File: config.mk
export PLATFORM = sky130hd
export DESIGN_NAME = ahb_burst_master
export DESIGN_NICKNAME = d
export VERILOG_FILES = /design/src/rtl/ahb_burst_master.sv
export SDC_FILE = /design/constraint.sdc
export NUM_CORES = 1
export LEC_CHECK = 0
export ABC_AREA = 1
export CORE_ASPECT_RATIO = 1.75
export CORE_UTILIZATION = 55
export CTS_BUF_LIST = sky130_fd_sc_hd__clkbuf_4 sky130_fd_sc_hd__clkbuf_8
export DETAILED_ROUTE_END_ITERATION = 12
export DONT_BUFFER_PORTS = 1
export PLACE_DENSITY_LB_ADDON = 0.12
export SLEW_MARGIN = 15
export SYNTH_ARGS = -nofsm -noshare
export SYNTH_HDL_FRONTEND = slang
export SYNTH_SLANG_ARGS = --single-unit
File: constraint.sdc
create_clock -name Hclk -period 1.8 [get_ports Hclk]
set_input_delay 0.18 -clock Hclk [delete_from_list [all_inputs] [get_ports Hclk]]
set_output_delay 0.18 -clock Hclk [all_outputs]
set_load 0.05 [all_outputs]
File: src/rtl/ahb_burst_master.sv
// AHB master slot initiator: requests the bus for one burst command, drives
// pipelined NONSEQ/SEQ address phases and moves write/read data beats.
module ahb_burst_master #(
    parameter int ADDR_W = 32,
    parameter int DATA_W = 32
) (
    input  logic              Hclk,
    input  logic              Hresetn,
    input  logic              cmd_valid,
    output logic              cmd_ready,
    input  logic              cmd_write,
    input  logic [ADDR_W-1:0] cmd_addr,
    input  logic [2:0]        cmd_burst,
    input  logic [4:0]        cmd_len,
    input  logic [DATA_W-1:0] wr_data,
    output logic              wr_pop,
    output logic [DATA_W-1:0] rd_data,
    output logic              rd_valid,
    output logic              done,
    output logic              err,
    output logic              Hbusreq,
    input  logic              Hgrant,
    input  logic              Hready,
    input  logic              Hresp,
    input  logic [DATA_W-1:0] Hrdata,
    output logic [ADDR_W-1:0] Haddr,
    output logic [1:0]        Htrans,
    output logic              Hwrite,
    output logic [2:0]        Hsize,
    output logic [2:0]        Hburst,
    output logic [DATA_W-1:0] Hwdata
);

    localparam int BYTES = DATA_W / 8;
    localparam int SIZE  = $clog2(BYTES);

    localparam logic [1:0] T_IDLE   = 2'b00;
    localparam logic [1:0] T_NONSEQ = 2'b10;
    localparam logic [1:0] T_SEQ    = 2'b11;
    localparam logic [2:0] B_INCR   = 3'b001;

    typedef enum logic [2:0] {S_IDLE, S_REQ, S_ADDR, S_LAST, S_ERR} state_t;

    state_t            state, state_nxt;
    logic [4:0]        beats;     // total beats, sizes the wrap window
    logic [4:0]        rem;       // address phases still to be accepted
    logic              is_seq;
    logic              dp_valid;  // a data phase of ours is on the bus
    logic              addr_acc, dp_done, err_hit, last_beat, is_wrap;
    logic [ADDR_W-1:0] inc_addr, wrap_mask, next_addr;

    function automatic logic [4:0] beats_of(input logic [2:0] burst, input logic [4:0] len);
        logic [4:0] n;
        n = 5'd16;
        case (burst)
            3'b000:         n = 5'd1;
            3'b001:         n = (len == 5'd0) ? 5'd1 : len;
            3'b010, 3'b011: n = 5'd4;
            3'b100, 3'b101: n = 5'd8;
            default:        n = 5'd16;
        endcase
        return n;
    endfunction

    assign Hsize     = 3'(SIZE);
    assign addr_acc  = (state == S_ADDR) && Hready;
    assign dp_done   = dp_valid && Hready;
    assign err_hit   = dp_done && Hresp;
    assign last_beat = (rem == 5'd1);
    assign is_wrap   = (Hburst != 3'b000) && !Hburst[0];
    assign inc_addr  = Haddr + ADDR_W'(BYTES);
    assign wrap_mask = (ADDR_W'(beats) << SIZE) - ADDR_W'(1);
    assign next_addr = is_wrap ? ((Haddr & ~wrap_mask) | (inc_addr & wrap_mask)) : inc_addr;

    always_ff @(posedge Hclk or negedge Hresetn) begin
        if (!Hresetn) state <= S_IDLE;
        else          state <= state_nxt;
    end

    always_comb begin
        // NOTE: default assignment first, so no path through this block leaves state_nxt unassigned and infers a latch.
        state_nxt = state;
        case (state)
            S_IDLE: if (cmd_valid) state_nxt = S_REQ;
            S_REQ: begin
                if (err_hit)               state_nxt = S_ERR;
                else if (Hgrant && Hready) state_nxt = S_ADDR;
            end
            S_ADDR: begin
                if (err_hit)                            state_nxt = S_ERR;
                else if (Hready && last_beat)           state_nxt = S_LAST;
                else if (Hready && Hburst == B_INCR && !Hgrant) state_nxt = S_REQ;
            end
            S_LAST: begin
                if (err_hit)     state_nxt = S_ERR;
                else if (Hready) state_nxt = S_IDLE;
            end
            S_ERR:   state_nxt = S_IDLE;
            default: state_nxt = S_IDLE;
        endcase
    end

    always_comb begin
        cmd_ready = (state == S_IDLE);
        Hbusreq   = (state == S_REQ) || (state == S_ADDR);
        Htrans    = T_IDLE;
        if (state == S_ADDR) Htrans = is_seq ? T_SEQ : T_NONSEQ;
        // A beat pipelined behind an ERROR is abandoned, so its data is not taken.
        wr_pop    = addr_acc && Hwrite && !err_hit;
    end

    always_ff @(posedge Hclk or negedge Hresetn) begin
        if (!Hresetn) begin
            Haddr    <= '0;
            Hwrite   <= 1'b0;
            Hburst   <= 3'b000;
            Hwdata   <= '0;
            beats    <= 5'd0;
            rem      <= 5'd0;
            is_seq   <= 1'b0;
            dp_valid <= 1'b0;
            rd_data  <= '0;
            rd_valid <= 1'b0;
            done     <= 1'b0;
            err      <= 1'b0;
        end else begin
            // NOTE: non-blocking assignments throughout, so every register samples pre-edge values regardless of statement order.
            rd_valid <= 1'b0;
            done     <= 1'b0;
            err      <= 1'b0;
            if (state == S_IDLE && cmd_valid) begin
                Haddr  <= cmd_addr;
                Hwrite <= cmd_write;
                Hburst <= cmd_burst;
                beats  <= beats_of(cmd_burst, cmd_len);
                rem    <= beats_of(cmd_burst, cmd_len);
            end
            if (state == S_REQ && Hgrant && Hready) is_seq <= 1'b0;
            if (addr_acc && !err_hit) begin
                Haddr  <= next_addr;
                rem    <= rem - 5'd1;
                is_seq <= 1'b1;
            end
            if (wr_pop) Hwdata <= wr_data;
            if (Hready) dp_valid <= addr_acc && !err_hit;
            if (dp_done && !Hresp && !Hwrite) begin
                rd_valid <= 1'b1;
                rd_data  <= Hrdata;
            end
            if ((state == S_LAST && Hready && !Hresp) || state == S_ERR) done <= 1'b1;
            if (state == S_ERR) err <= 1'b1;
        end
    end

endmodule
==> out/results.tsv <==
metric	value	unit
vias	6087	
ir_drop	0.00129	V
ys_seq_area_share	49.6	%
syn2layout_area_growth	36.5	%
netlist_instances	807	
finalSetupViolCount	1	
crit_type	reg -> out	
initial_core_util	57.1	%
cp-end-kind	primary output	
r2r-start	state[2]	
root_buffer	clkbuf_8	
die_x	80.6	um
hp-class	in -> async	
antenna_found_initial	0	
rows	49	
cts_sinks	118	
place_area	6390	sq um
place.gp.congestion	0.960	
num_io_pins	222	
final_cell_mix	nand2_1, dfrtp_1, dlygate4sd3_1	
regToRegSetupSlack	0.06	ns
fin_cells	1113	
synth_edf_count	0	
stdcell_area	8120	sq um
slew_headroom	65.2	%
grt_usage	35.7	%
insertion_delay	0.44	ns
synth.distinct_cells	37	
status	complete, but fails checks	
dp_hpwl	12200	um
cts_max_level	4	
yosys_warnings	0	
register_area	2960	sq um
grt_first_pass_wirelength	30000	um
failed_checks	hold timing, setup timing	
fin_crit	1.81	ns
dr.pass1.iters	6	
viasPerCell	5.47	
yosys_most_used_dff	dfrtp_1	
final-hold-violation-count	118	
wl_per_cell	17.2	um
synth_area	5950	sq um
fin_setup_tns	-0.00848	ns
rr_worst_depth	11	
port_buffers	0	
required	1.62	ns
rsz0062_at_grt	yes	
async_flop_share	100	%
routed_wl	19100	um
final_common_cell	nand2_1	
maxCapViolCount	0	
hold_ws	-0.580	ns
p_total	16.4	mW
dpl.cell_count	962	
die_h	140	um
drt-initial-drc-count	318	
final_antenna_net_count	0	
drv_slew	0	
p_leak	4.11	nW
design.core.area	10400	sq um
multi_input_area	2740	sq um
synth.avg_cell_area	7.37	sq um
cts_tree	done	
finalCritPeriodShare	100	%
worstMarginPinSlew	0.522	ns
grt_pass1_vias	6412	
clock_skew	0.0192	ns
nNetsFinal	1088	
powerDensity	2020	nW/um^2
overflow	0	
diodes	0	
fmax	553	MHz
path_clk_slew	0.09	ns
grt_max_degree	119	
nFillCells	760	
clk_path_buf_depth	2	
cts_made_buffers	17	
synth_seq_cells	118	
drive_above_1_share	12.8	%
die_area	11300	sq um
critPathLaunchType	flop	
drcViolationCount	0	
crit_arrival	1.63	ns
crit_fanout	5	
setup_ws	-0.00848	ns
## per-layer routing
metal	track usage [%]	up-vias	share of wire (%)	routed length, um
li1	-	2844	-	-
met1	34.6	2835	33	6360
met2	63.2	311	54	10300
met3	9.31	97	6.6	1270
met4	25.2	0	6.3	1210
met5	0	-	0	0
## critical path: stages (launching register included)
cell and delay (ns):
dfrtp_1 0.41, inv_2 0.09, nand2_4 0.06, nor2_4 0.12, nand2_4 0.09, nor2_8 0.12, nand2_8 0.08, inv_8 0.07
buf_12 0.14
## cell families after synthesis
group / after synthesis / synth area share [%]
adder cells (fa/ha/maj): 4 / 0.841
flip-flops: 118 / 49.6
AO/OA/AOI/OAI: 55 / 5.17
buffers and inverters: 82 / 5.93
AND/OR/NAND/NOR: 533 / 36.4
other: 2 / 0.126
XOR/XNOR: 13 / 1.91
## power by group
part	leakage, nW	internal (mW)	total [mW]	switching (mW)
logic	2.47	2.26	6.69	4.43
registers	1.45	3.81	7.40	3.59
clock network	0.191	1.12	2.35	1.22
total	4.11	7.20	16.4	9.24
## synthesized netlist by cell type (all sizes together), types with 3 or more instances
cell / count / area [sq um]
o22ai: 10 / 62.6
clkbuf: 10 / 37.5
nand3b: 8 / 60.1
nand3: 35 / 175
buf: 15 / 98.8
nor3: 10 / 55.1
o21ai: 21 / 105
a21oi: 16 / 80.1
nand4: 3 / 18.8
nor2: 106 / 429
xnor2: 5 / 43.8
xor2: 8 / 70.1
inv: 57 / 216
dfrtp: 118 / 2950
ha: 4 / 50.1
nand2: 367 / 1400
## cell type report
| class | count | area share, % |
|---|---|---|
| Inverter | 57 | 2.87 |
| Timing Repair Buffer | 169 | 20.2 |
| Tap cell | 127 | 1.96 |
| Clock buffer | 17 | 2.88 |
| Multi-Input combinational cell | 609 | 33.8 |
| Sequential cell | 118 | 36.4 |
| Timing Repair inverter | 1 | 0.0925 |
| Clock inverter | 15 | 1.77 |
## metrics by stage
stage	setup slack, ns	util, %
after floorplan	0.0365	-
after global placement	0.147	61.3
after detailed placement	0.117	61.3
final	-0.00848	77.9
after global routing	-0.0655	77.9
after CTS	-0.0536	76.9
## timing repair
action,in CTS,in global routing
pin swaps,2,3
gates cloned,3,2
hold buffers,106,1
endpoints found under the hold margin,228,120
buffers inserted,6,2
endpoints found under the setup margin,2,76
resized for setup,10,20
## worst max path at each step
stage | start | endpoint | slack, ns
global route | state[2] | wr_pop | -0.07
CTS | state[2] | wr_pop | -0.05
floorplan | state[2] | Hwdata[10] | 0.04
finish | state[2] | wr_pop | -0.008
global placement | state[2] | flop | 0.15
detailed placement | state[2] | flop | 0.12
(Power assumes the default switching activity.)
